## src/rtl/mul_man_pipe.sv

```systemverilog
// Two-stage pipelined unsigned mantissa multiplier with truncate / round-nearest-even.
// Stage 1 holds two partial products; stage 2 sums them and rounds to OUT_W bits.
// Valid/ready handshake on both sides; capacity of two results in flight.
module mul_man_pipe #(
    parameter int MAN_W = 12,
    parameter int OUT_W = 16
) (
    input  logic             clk,
    input  logic             rst,
    input  logic             flush,
    input  logic             in_valid,
    output logic             in_ready,
    input  logic [MAN_W-1:0] op1,
    input  logic [MAN_W-1:0] op2,
    input  logic             rnd_mode,
    output logic             out_valid,
    input  logic             out_ready,
    output logic [OUT_W-1:0] result,
    output logic             inexact
);
    localparam int SPLIT = MAN_W / 2;
    localparam int HI_W  = MAN_W - SPLIT;
    localparam int LO_W  = MAN_W + SPLIT;
    localparam int HP_W  = MAN_W + HI_W;
    localparam int PW    = 2 * MAN_W;
    localparam int D     = PW - OUT_W;

    // stage 1 state
    logic            r_v1;
    logic [LO_W-1:0] r_lo;
    logic [HP_W-1:0] r_hi;
    logic            r_m1;
    // stage 2 state
    logic             r_v2;
    logic [OUT_W-1:0] r_res;
    logic             r_inx;

    logic             w_ld1, w_ld2;
    logic [LO_W-1:0]  w_lo;
    logic [HP_W-1:0]  w_hi;
    logic [PW-1:0]    w_p;
    logic [OUT_W-1:0] w_res;
    logic             w_inx;

    // Stage 2 advances when empty or drained; stage 1 when empty or stage 2 advances.
    // in_ready depends only on state, out_ready, rst and flush (never on in_valid).
    assign w_ld2    = !r_v2 || out_ready;
    assign w_ld1    = !r_v1 || w_ld2;
    assign in_ready = !rst && !flush && w_ld1;

    // Partial products over the low and high halves of op2.
    assign w_lo = LO_W'(op1) * LO_W'(op2[SPLIT-1:0]);
    assign w_hi = HP_W'(op1) * HP_W'(op2[MAN_W-1:SPLIT]);

    // Exact full product recombined from the registered partials.
    assign w_p = PW'(r_lo) + (PW'(r_hi) << SPLIT);

    generate
        if (D == 0) begin : g_exact
            assign w_res = w_p;
            assign w_inx = 1'b0;
        end else begin : g_round
            logic [OUT_W-1:0] w_trunc;
            logic             w_g, w_s, w_up;
            assign w_trunc = w_p[PW-1:D];
            assign w_g     = w_p[D-1];
            if (D >= 2) begin : g_sticky
                assign w_s = |w_p[D-2:0];
            end else begin : g_nosticky
                assign w_s = 1'b0;
            end
            // RNE increment: guard set and either sticky or odd LSB. The legal
            // OUT_W range keeps the all-ones truncation from ever seeing G=1.
            assign w_up  = r_m1 && w_g && (w_s || w_trunc[0]);
            assign w_inx = w_g || w_s;
            assign w_res = w_trunc + OUT_W'(w_up);
        end
    endgenerate

    // Stage 1: capture partial products and mode with the operand pair.
    always_ff @(posedge clk) begin
        if (rst) begin
            r_v1 <= 1'b0;
            r_lo <= '0;
            r_hi <= '0;
            r_m1 <= 1'b0;
        end else begin
            if (flush)      r_v1 <= 1'b0;
            else if (w_ld1) r_v1 <= in_valid;
            if (w_ld1 && in_valid) begin
                r_lo <= w_lo;
                r_hi <= w_hi;
                r_m1 <= rnd_mode;
            end
        end
    end

    // Stage 2: capture the rounded result; holds while the consumer stalls.
    always_ff @(posedge clk) begin
        if (rst) begin
            r_v2  <= 1'b0;
            r_res <= '0;
            r_inx <= 1'b0;
        end else begin
            if (flush)      r_v2 <= 1'b0;
            else if (w_ld2) r_v2 <= r_v1;
            if (w_ld2 && r_v1) begin
                r_res <= w_res;
                r_inx <= w_inx;
            end
        end
    end

    assign out_valid = r_v2;
    assign result    = r_res;
    assign inexact   = r_inx;

endmodule

```

## config.mk

```make
export PLATFORM = sky130hd
export DESIGN_NAME = mul_man_pipe
export DESIGN_NICKNAME = d
export VERILOG_FILES = /design/src/rtl/mul_man_pipe.sv
export SDC_FILE = /design/constraint.sdc
export NUM_CORES = 1
export LEC_CHECK = 0
export BUFFER_PORTS_ARGS = -buffer_cell sky130_fd_sc_hd__buf_2
export CAP_MARGIN = 10
export CELL_PAD_IN_SITES_DETAIL_PLACEMENT = 1
export CELL_PAD_IN_SITES_GLOBAL_PLACEMENT = 1
export CORE_MARGIN = 5
export CORE_UTILIZATION = 40
export CTS_CLUSTER_DIAMETER = 60
export DETAILED_ROUTE_END_ITERATION = 8
export PLACE_DENSITY_LB_ADDON = 0.1
export SLEW_MARGIN = 20
export SYNTH_ARGS = -nofsm -noshare
export SYNTH_HDL_FRONTEND = slang
export SYNTH_SLANG_ARGS = --single-unit
```

## constraint.sdc

```tcl
create_clock -name clk -period 7.7 [get_ports clk]
set_clock_uncertainty 0.15 [all_clocks]
set_input_delay 1.54 -clock clk [delete_from_list [all_inputs] [get_ports clk]]
set_output_delay 1.54 -clock clk [all_outputs]
set_load 0.03 [all_outputs]
```

==> metrics.md, run 1 <==
| Metric | Value |
|---|---|
| Status | `finished clean` |
| Post-cts repair resize count | `0` |
| Commonest non-fill, non-tap cell in the layout | `inv_1` |
| Worst setup SP type | `primary input` |
| Grt total ovfl | `0` |
| DIE AREA | `21,400 µm²` |
| Post-Layout Cell Count | `1,146` |
| Ys Warns | `0` |
| Gr usage total | `0.182` |
| Routing usage on met1 | `0.258` |
| Post-synth EDFFs | `0` |
| Area growth syn-to-layout | `7.02%` |
| Fin worst setup slack | `between 2 and 2.5 ns` |
| Layout fillers | `about 2,200` |
| Final TNS setup | `0 ns` |
| Post-CTS Setup Bufs | `0` |
| Total core area | `18,100 µm²` |
| Ys async rst share | `0` |
| Crit path time final | `~5.6 ns` |
| Max_cap viols | `0` |
| GRT Max-Usage Layer | `met2` |
| VDD IR max | `approximately 0.11 mV` |
| First-pass GRT wire length | `32.5 mm` |
| Leak | `3.76 nW` |
| Slew HR | `0.311` |
| Worst Tran Pin Value | `~1.0 ns` |
| Ports | `49` |
| Placed Area | `7810 µm²` |
| CTS tree | `built` |
| Post-synth top area cell | `fa_1` |
| WL final | `approximately 19 mm` |
| Worst-Skew Late Latency | `0.30 ns` |
| Pins Over Slew Limit | `0` |
| Synth top area cells | `fa_1 22%, dfxtp_1 15%, ha_1 11%` |
| Max stage delay cell, worst path | `fa_1` |
| Crit-path leading delay family | `adder cells` |
| Longest Clk Path Bufs | `2` |
| DR vias | `a little under 6,000` |
| Post-detailed-route wirelength per cell | `16.3 µm` |
| Unrepaired setup endpoints after global routing | `no` |
| Clock-pin slew on the worst setup and hold paths | `0.07 ns` |
| Total CTS buffers | `5` |
| Layout Nets | `1,094` |
| # hold bufs at CTS | `0` |
| Initial antenna violation count | `0` |
| Clk sinks | `56` |
| Drt first pass iters | `4` |
| Starting density of the core | `0.410` |
| Distinct cells, synth | `62` |
| Yosys reg bits | `56` |
| Hpwl dp | `15.6 mm` |
| Buf/Inv on CP | `4` |
| Fin crit share | `0.729` |
| Antenna cells | `0` |
| ANT nets after route | `0` |
| Num rows | `49` |
| Crit-path max cell delay | `0.56 ns` |
| Register area share after synthesis | `0.151` |
| Top_reg_cell synth | `dfxtp_1` |
| Cell Chain, Critical Path | `buf_2, and2_1, fa_1, fa_1, inv_1, fa_1, inv_1, ha_1, inv_1, o21bai_1, a21oi_1, o31ai_1, a211oi_1, o21bai_1, a21oi_1, or4_1, o311ai_0` |
| DR vias/cell | `5.06` |
| Crit path arrival time | `~5.7 ns` |
| Hold WC Path Type | `reg -> reg` |
| Post-Synthesis Cells | `roughly 900` |
| GP Congestion | `roughly 0.8` |
| Mapped cell area | `7430 µm²` |
| Final hold violations | `0` |
| Drc violations | `0` |
| Die H | `about 150 µm` |
| Htree depth | `2` |
| Chip width | `146 µm` |
| Fmax | `roughly 180 MHz` |
| CP Max Fanout | `12` |
| Crit Path Class | `in -> reg` |
| Vias in the first global route | `6,336` |
| Largest net degree at the start of global routing | `61` |
| Post-route cell area | `approximately 8000 µm²` |
| Power Dens Cells | `233 nW/µm²` |
| Buffers on Ports | `48` |
| Most frequent cells in the layout | `124 x inv_1, 122 x and2_1, 107 x nand2_1, 83 x fa_1, 65 x ha_1` |
| Worst setup EP type | `flip-flop` |
| Placed Instances | `1,138` |
| Hold_ws | `0.304 ns` |
| Syn_area_per_cell | `8.23 µm²` |
| M3 GR Usage | `0.0183` |
| 1st-iter DRT viols | `approximately 140` |
| Mapped Nets | `~1,100` |
| # setup viols final | `0` |
| R2R Setup Slk | `between 4 and 5 ns` |
| Clock root cell | `clkbuf_16` |
| Power, Total | `1.86 mW` |
| Post-layout util | `0.438` |
| Critical Path RT | `7.74 ns` |
| Layout cells sized above 1 | `0.0872` |
| Dpl ws | `1.75 ns` |
| Met2 Use GR | `0.307` |
| Synth top area share | `0.223` |
[Yosys cell counts (11+ instances only)]
library cell and instances:
nor2_1 37, nor3_1 11, xnor2_1 29, clkbuf_1 40, inv_1 124, and2_1 122
nand2_1 107, nand3_1 12, ha_1 65, o21ai_0 17, xor2_1 13, fa_1 83
a211oi_1 19, a21oi_1 60, dfxtp_1 56
[worst min-delay path, stage by stage, from the launching register on]
cell,delay [ns]
dfxtp_1,0.31
nand2_1,0.05
a21oi_1,0.05
[cells by family (layout without fill, tap and decap cells)]
family                   Yosys count  after routing  share of synthesized area
adder cells (fa/ha/maj)          148            148                      0.333
XOR/XNOR                          43             43                     0.0517
AND/OR/NAND/NOR                  334            334                      0.243
buffers and inverters            169            183                     0.0862
AO/OA/AOI/OAI                    152            152                      0.134
flip-flops                        56             56                      0.151
multiplexers                       1              1                    0.00135
[layer usage]
metal,vias up,share of wire
li1,2933,-
met1,2798,0.50
met2,61,0.47
met3,9,0.021
met4,0,0.0097
met5,-,0
[state kept, by name, indices dropped and copies added, names as in the netlist]
name / cells
result: 16
r_hi: 18
r_lo: 18
r_v1: 1
r_m1: 1
out_valid: 1
inexact: 1
[power breakdown]
part           switching (mW)  internal [mW]
Clock                   0.107          0.122
Sequential             0.0380          0.347
Combinational           0.725          0.517
Total                   0.869          0.986
[area by class of cell]
type | instances | area, µm² | area share
repair buffers | 51 | 263 | 0.0330
flip-flops and latches | 56 | 1120 | 0.141
clock buffers | 5 | 125 | 0.0157
inverters | 124 | 465 | 0.0585
clock inverters | 3 | 22.5 | 0.00283
multi-input cells | 678 | 5670 | 0.713
well taps | 229 | 287 | 0.0360
[path summary, 6_finish.rpt]
kind,cells after the start,start,to
max reg2reg,11,r_lo[6],result[13]
min reg2reg,2,result[13],result[13]
max,17,op1[2],r_hi[15]
min,2,result[13],result[13]
Power figures use the tool's default switching activity.
==> run 2: changes to the inputs <==
Settings changed: ABC_AREA from default to 1.
Clock period 7.7 ns to 5 ns, I/O delays scaled along.
==> run 2 against run 1 <==
Effect of this change: non-clock buffer count rose by 8; wire length is 11% higher; utilization fell by 0.22 points; highest routed layer unchanged.
==> metrics.md, run 2 <==
| Metric | Value |
|---|---|
| Clk sinks | `56 (unchanged)` |
| VDD IR max | `0.130 mV (was 0.115 mV)` |
| Status | `finished clean (unchanged)` |
| Post-Synthesis Cells | `1,228 (was 903)` |
| Drc violations | `0 (unchanged)` |
| Max_cap viols | `0 (unchanged)` |
| Most frequent cells in the layout | `316 x inv_1, 292 x nand2_1, 101 x nor2_1, 83 x fa_1, 66 x o21ai_0 (was 124 x inv_1, 122 x and2_1, 107 x nand2_1, 83 x fa_1, 65 x ha_1)` |
| Fin worst setup slack | `0.520 ns (was 2.08 ns)` |
| Hold_sp | `r_lo[0] (was result[13])` |
| Starting density of the core | `0.403 (was 0.410)` |
| Longest Clk Path Bufs | `2 (unchanged)` |
| Crit-path leading delay family | `adder cells (unchanged)` |
| Chip width | `152 µm (was 146 µm)` |
| R2R Path Start | `r_hi[0] (was r_lo[6])` |
| Hold WC Path Type | `reg -> reg (unchanged)` |
| Most frequent cells after synthesis | `316 x inv_1, 292 x nand2_1, 101 x nor2_1 (was 124 x inv_1, 122 x and2_1, 107 x nand2_1)` |
| Post-detailed-route wirelength per cell | `13.6 µm (was 16.3 µm)` |
| Post-cts repair resize count | `0 (unchanged)` |
| Top-count cell post-synth | `inv_1 (unchanged)` |
| Worst Tran Pin Value | `0.724 ns (was 1.03 ns)` |
| Worst setup SP type | `primary input (unchanged)` |
| Layout cells sized above 1 | `0.0836 (was 0.0872)` |
| # hold bufs at CTS | `0 (unchanged)` |
| CTS tree | `built (unchanged)` |
| Pins Over Slew Limit | `0 (unchanged)` |
| Num rows | `52 (was 49)` |
| Yosys reg bits | `56 (unchanged)` |
| Fin crit share | `0.896` |
| DR vias | `7,161 (was 5,801)` |
| Power, Total | `2.82 mW (was 1.86 mW)` |
| DR vias/cell | `4.69 (was 5.06)` |
| Post-layout util | `0.436 (was 0.438)` |
| Hold_ws | `0.327 ns (was 0.304 ns)` |
| Distinct cells, synth | `35 (was 62)` |
| Dpl ws | `0.143 ns (was 1.75 ns)` |
| Power Dens Cells | `323 nW/µm² (was 233 nW/µm²)` |
| CP Max Fanout | `12 (unchanged)` |
| Gr usage total | `0.188 (was 0.182)` |
| Unrepaired setup endpoints after global routing | `no (unchanged)` |
| Layout Nets | `1,433 (was 1,094)` |
| Slew HR | `0.514 (was 0.311)` |
| Ports | `49 (unchanged)` |
| DIE AREA | `23,100 µm² (was 21,400 µm²)` |
| Area growth syn-to-layout | `8.24% (was 7.02%)` |
| Die H | `152 µm (was 146 µm)` |
| Largest net degree at the start of global routing | `36 (was 61)` |
| CP most frequent cell | `inv_1` |
| Clock-pin slew on the worst setup and hold paths | `0.08 ns (was 0.07 ns)` |
| Cell Chain, Critical Path | `buf_2, nand2_1, inv_1, fa_1, fa_1, inv_1, fa_1, inv_1, ha_1, nand2_1, nand2_1, a31oi_1, inv_1, a21oi_1, o21ai_0, xor2_1, o21ai_0, inv_1 (was buf_2, and2_1, fa_1, fa_1, inv_1, fa_1, inv_1, ha_1, inv_1, o21bai_1, a21oi_1, o31ai_1, a211oi_1, o21bai_1, a21oi_1, or4_1, o311ai_0)` |
| Synth top area cells | `fa_1 21%, inv_1 15%, dfxtp_1 14% (was fa_1 22%, dfxtp_1 15%, ha_1 11%)` |
| Crit path arrival time | `4.54 ns (was 5.66 ns)` |
| Antenna cells | `0 (unchanged)` |
| Commonest non-fill, non-tap cell in the layout | `inv_1 (unchanged)` |
| Critical Path RT | `5.06 ns (was 7.74 ns)` |
| Drt first pass iters | `4 (unchanged)` |
| Post-synth EDFFs | `0 (unchanged)` |
| ANT nets after route | `0 (unchanged)` |
| 1st-iter DRT viols | `160 (was 139)` |
| Crit Path Class | `in -> reg (unchanged)` |
| Ys Warns | `0 (unchanged)` |
| Crit path time final | `4.48 ns` |
| Fmax | `223 MHz` |
| Buffers on Ports | `48 (unchanged)` |
| Max stage delay cell, worst path | `fa_1 (unchanged)` |
| Ys async rst share | `0 (unchanged)` |
| Mapped Nets | `1,406 (was 1,081)` |
| Crit. Startpoint | `op1[4] (was op1[2])` |
| Total core area | `20,000 µm² (was 18,100 µm²)` |
| Worst-Skew Late Latency | `0.31 ns (was 0.30 ns)` |
| Worst setup EP type | `flip-flop (unchanged)` |
| Clock root cell | `clkbuf_16 (unchanged)` |
| Post-CTS Setup Bufs | `0 (unchanged)` |
| Htree depth | `2 (unchanged)` |
| Synth top area share | `0.206 (was 0.223)` |
| First-pass GRT wire length | `37.1 mm (was 32.5 mm)` |
| Vias in the first global route | `7,726 (was 6,336)` |
| Crit-path max cell delay | `0.52 ns (was 0.56 ns)` |
| Syn_area_per_cell | `6.58 µm² (was 8.23 µm²)` |
| Final hold violations | `0 (unchanged)` |
| R2R Setup Slk | `2.27 ns (was 4.04 ns)` |
| Initial antenna violation count | `0 (unchanged)` |
| # setup viols final | `0 (unchanged)` |
| WL final | `20.8 mm (was 18.7 mm)` |
| Buf/Inv on CP | `6 (was 4)` |
| Final TNS setup | `0 ns (unchanged)` |
| Register area share after synthesis | `0.139 (was 0.151)` |
| Post-synth top area cell | `fa_1 (unchanged)` |
| Leak | `5.48 nW (was 3.76 nW)` |
| Grt total ovfl | `0 (unchanged)` |
| Total CTS buffers | `5 (unchanged)` |
| Top_reg_cell synth | `dfxtp_1 (unchanged)` |
| Mapped cell area | `8080 µm² (was 7430 µm²)` |
| Hpwl dp | `17.5 mm (was 15.6 mm)` |
| GP Congestion | `0.791 (was 0.822)` |
run 2: changes by cell type after synthesis, sizes merged, moves of 6 or more:
cell,previous run,this run
nand2,107,308
inv,124,318
and2,122,5
nor2,37,111
nand3,14,66
o21ai,21,66
xnor2,30,8
a211oi,21,1
nor3,14,5
a21oi,60,52
o21bai,7,0
nor2b,6,0
run 2: layer usage:
metal	GRT usage	wire [µm]	vias up
met3	0.0119	339	11
met4	0.0304	162	0
met1	0.245	10100	3390
met5	0	0	-
li1	-	-	3708
met2	0.348	10200	52
run 2: worst min-delay path, stage by stage, from the launching register on:
cell     delay [ns]
dfxtp_1        0.32
nand2_1        0.06
a21oi_1        0.06
run 2: cells by family (layout without fill, tap and decap cells):
kind of cell,count (synthesis),after routing,synth area share
xor+xnor,24,24,0.0260
buf+inv,358,386,0.166
compound gates,139,139,0.0937
fa+ha+maj,148,148,0.306
flops,56,56,0.139
simple gates,503,503,0.269
run 2: final timing paths:
kind,end,cells past startpoint
max,r_lo[13],18
min,r_lo[0],2
max reg2reg,result[10],13
min reg2reg,r_lo[0],2
run 2: per-stage QoR:
stage | cells | area [µm²]
3_5_place_dp | 1518 | 8590
6_report | 1526 | 8740
4_1_cts | 1526 | 8740
2_1_floorplan | 1228 | 8080
3_3_place_gp | 1518 | 8590
5_1_grt | 1526 | 8740
run 2: where the power goes:
| part | leakage, nW | internal, mW | total, mW | switching [mW] |
|---|---|---|---|---|
| Sequential | 0.463 | 0.517 | 0.564 | 0.0476 |
| Clock | 0.0744 | 0.190 | 0.372 | 0.182 |
| Combinational | 4.94 | 0.686 | 1.88 | 1.20 |
run 2: layout make-up:
type / instances / area [µm²]
Multi-Input combinational cell: 814 / 5610
Inverter: 319 / 1200
Fill cell: 2744 / 11300
Timing Repair Buffer: 59 / 323
Sequential cell: 56 / 1120
Clock inverter: 3 / 26.3
Clock buffer: 5 / 125
Tap cell: 270 / 338
==> run 3: changes to the inputs <==
Settings changed: CORE_UTILIZATION 40 to 30.
==> run 3 against run 2 <==
Effect of this change: wire length up 6.8%; largest power group unchanged; critical endpoint unchanged; critical path depth unchanged; first-iteration DRC count up 59%; critical path type unchanged; sequential power about the same; clock power about the same; non-clock buffer count down 1; flip-flop and latch count unchanged.
==> metrics.md, run 3 (synthesis gave the netlist of run 2 again) <==
| Metric | Value |
|---|---|
| CP most frequent cell | `inv_1 (unchanged)` |
| Layout fillers | `3,497 (was 2,744)` |
| Buffers on Ports | `48 (unchanged)` |
| Hold_ws | `0.329 ns (was 0.327 ns)` |
| First-pass GRT wire length | `38.0 mm (was 37.1 mm)` |
| Starting density of the core | `0.302 (was 0.403)` |
| Post-Layout Cell Count | `1,596 (was 1,526)` |
| RR Endpoint | `result[10] (unchanged)` |
| Max stage delay cell, worst path | `fa_1 (unchanged)` |
| Crit-path max cell delay | `0.53 ns (was 0.52 ns)` |
| Ports | `49 (unchanged)` |
| Area growth syn-to-layout | `9.20% (was 8.24%)` |
| Worst Tran Pin Value | `0.706 ns (was 0.724 ns)` |
| Dpl ws | `0.115 ns (was 0.143 ns)` |
| Commonest non-fill, non-tap cell in the layout | `inv_1 (unchanged)` |
| Most frequent cells in the layout | `316 x inv_1, 292 x nand2_1, 101 x nor2_1, 83 x fa_1, 66 x o21ai_0 (unchanged)` |
| Post-CTS Setup Bufs | `0 (unchanged)` |
| WL final | `22.2 mm (was 20.8 mm)` |
| Fmax | `220 MHz (was 223 MHz)` |
| Cell Chain, Critical Path | `buf_2, nand2_1, inv_1, fa_1, fa_1, inv_1, fa_1, inv_1, ha_1, nand2_1, nand2_1, a31oi_1, inv_1, a21oi_1, o21ai_0, xor2_1, o21ai_0, inv_1 (unchanged)` |
| Clk sinks | `56 (unchanged)` |
| Status | `finished clean (unchanged)` |
| Comb pwr share | `0.671 (was 0.668)` |
| Critical Path RT | `5.05 ns (was 5.06 ns)` |
| WHS Path Cells | `2 (unchanged)` |
| R2R Setup Slk | `2.25 ns (was 2.27 ns)` |
| Final hold violations | `0 (unchanged)` |
| Antenna cells | `0 (unchanged)` |
| Longest Clk Path Bufs | `2 (unchanged)` |
| Total core area | `26,700 µm² (was 20,000 µm²)` |
| # setup viols final | `0 (unchanged)` |
| 1st-iter DRT viols | `254 (was 160)` |
| Max_cap viols | `0 (unchanged)` |
| Worst R2R Path Depth | `13 (unchanged)` |
| Clock root cell | `clkbuf_16 (unchanged)` |
| Worst setup EP type | `flip-flop (unchanged)` |
| Hold WC Path Type | `reg -> reg (unchanged)` |
| Int Power | `1.39 mW (about the same)` |
| DR vias/cell | `4.44 (was 4.69)` |
| CP Max Fanout | `12 (unchanged)` |
| Placed Area | `8670 µm² (was 8590 µm²)` |
| Power Dens Cells | `323 nW/µm² (about the same)` |
| # hold bufs at CTS | `0 (unchanged)` |
| Hold_sp | `r_hi[0] (was r_lo[0])` |
| Pins Over Slew Limit | `0 (unchanged)` |
| Gr usage total | `0.151 (was 0.188)` |
| Clk pwr share | `0.131 (was 0.132)` |
| Fin worst setup slack | `0.453 ns (was 0.520 ns)` |
| Multi-input gate area | `5610 µm² (unchanged)` |
| Drt first pass iters | `4 (unchanged)` |
| Placed Instances | `1,588 (was 1,518)` |
| Drc violations | `0 (unchanged)` |
| Unrepaired setup endpoints after global routing | `no (unchanged)` |
| Hpwl dp | `18.8 mm (was 17.5 mm)` |
| Initial antenna violation count | `0 (unchanged)` |
| Worst setup SP type | `primary input (unchanged)` |
| DR vias | `7,087 (was 7,161)` |
| P_sw | `1.46 mW (was 1.43 mW)` |
| VDD IR max | `0.131 mV (was 0.130 mV)` |
| Num rows | `60 (was 52)` |
| Final TNS setup | `0 ns (unchanged)` |
| Post-route cell area | `8820 µm² (was 8740 µm²)` |
| ANT nets after route | `0 (unchanged)` |
| R2R Path Start | `r_lo[6] (was r_hi[0])` |
| Layout cells sized above 1 | `0.0829 (was 0.0836)` |
| Leak | `5.47 nW (was 5.48 nW)` |
| Fin crit share | `0.909 (was 0.896)` |
| Crit Path Class | `in -> reg (unchanged)` |
| Vias in the first global route | `7,413 (was 7,726)` |
| Slew HR | `0.526 (was 0.514)` |
| Switch share | `0.513 (was 0.506)` |
| FF/Latch Area | `1120 µm² (unchanged)` |
| Total CTS buffers | `5 (unchanged)` |
| GP Congestion | `0.790 (was 0.791)` |
| Worst hold endpoint | `r_hi[0] (was r_lo[0])` |
| Sequential Power Share | `0.199 (was 0.200)` |
| Post-cts repair resize count | `0 (unchanged)` |
| Layout Nets | `1,432 (was 1,433)` |
| Die H | `174 µm (was 152 µm)` |
| Crit path time final | `4.55 ns (was 4.48 ns)` |
| DIE AREA | `30,300 µm² (was 23,100 µm²)` |
| Grt total ovfl | `0 (unchanged)` |
| Crit path arrival time | `4.60 ns (was 4.54 ns)` |
| CTS tree | `built (unchanged)` |
| Chip width | `174 µm (was 152 µm)` |
| Clock-pin slew on the worst setup and hold paths | `0.08 ns (about the same)` |
| Worst-Skew Late Latency | `0.30 ns (was 0.31 ns)` |
| Htree depth | `2 (unchanged)` |
| Largest net degree at the start of global routing | `36 (unchanged)` |
| Post-detailed-route wirelength per cell | `13.9 µm (was 13.6 µm)` |
run 3: changes by cell type in the layout (fill, tap and decap cells not counted):
cell      change
clkinv_2      +1
buf_4         -1
clkinv_4      -1
run 3: layout make-up:
cell class	instances	area share
repair buffers	58	0.0357
flip-flops and latches	56	0.127
well taps	341	0.0484
clock buffers	5	0.0142
inverters	319	0.136
multi-input cells	814	0.636
clock inverters	3	0.00255
run 3: worst max-delay path, delay by kind of cell:
family	cells	cell delay (ns)
adder cells (fa/ha/maj)	4	1.87
AND/OR/NAND/NOR	3	0.22
AO/OA/AOI/OAI	4	0.77
buffers and inverters	6	0.56
XOR/XNOR	1	0.16
run 3: metrics by stage:
stage | util | power, mW
2_1_floorplan | - | 2.00
3_3_place_gp | 0.324 | 2.50
3_5_place_dp | 0.324 | 2.51
4_1_cts | 0.330 | 2.91
5_1_grt | 0.330 | 3.22
6_report | 0.330 | 2.85
run 3: power groups by stage:
stage	registers [mW]	clock network [mW]	logic, mW
2_1_floorplan	0.577	0	1.43
3_3_place_gp	0.578	0	1.92
3_5_place_dp	0.579	0	1.94
4_1_cts	0.569	0.395	1.95
5_1_grt	0.577	0.408	2.23
6_report	0.566	0.373	1.91
run 3: worst max path at each step:
stage / startpoint / to / slack [ns] / cells past startpoint
floorplan: op2[1] / r_lo[13] / 0.42 / 18
finish: op2[1] / r_lo[13] / 0.45 / 18
global route: op2[1] / r_lo[13] / 0.17 / 18
CTS: op2[0] / r_lo[13] / 0.44 / 18
global placement: op2[0] / r_lo[13] / 0.19 / 18
detailed placement: op2[0] / r_lo[13] / 0.12 / 18
run 3: metal layers:
metal	global-route usage	wire length (µm)
met1	0.205	11200
met2	0.268	10600
met3	0.0104	276
met4	0.0208	130
met5	0	0
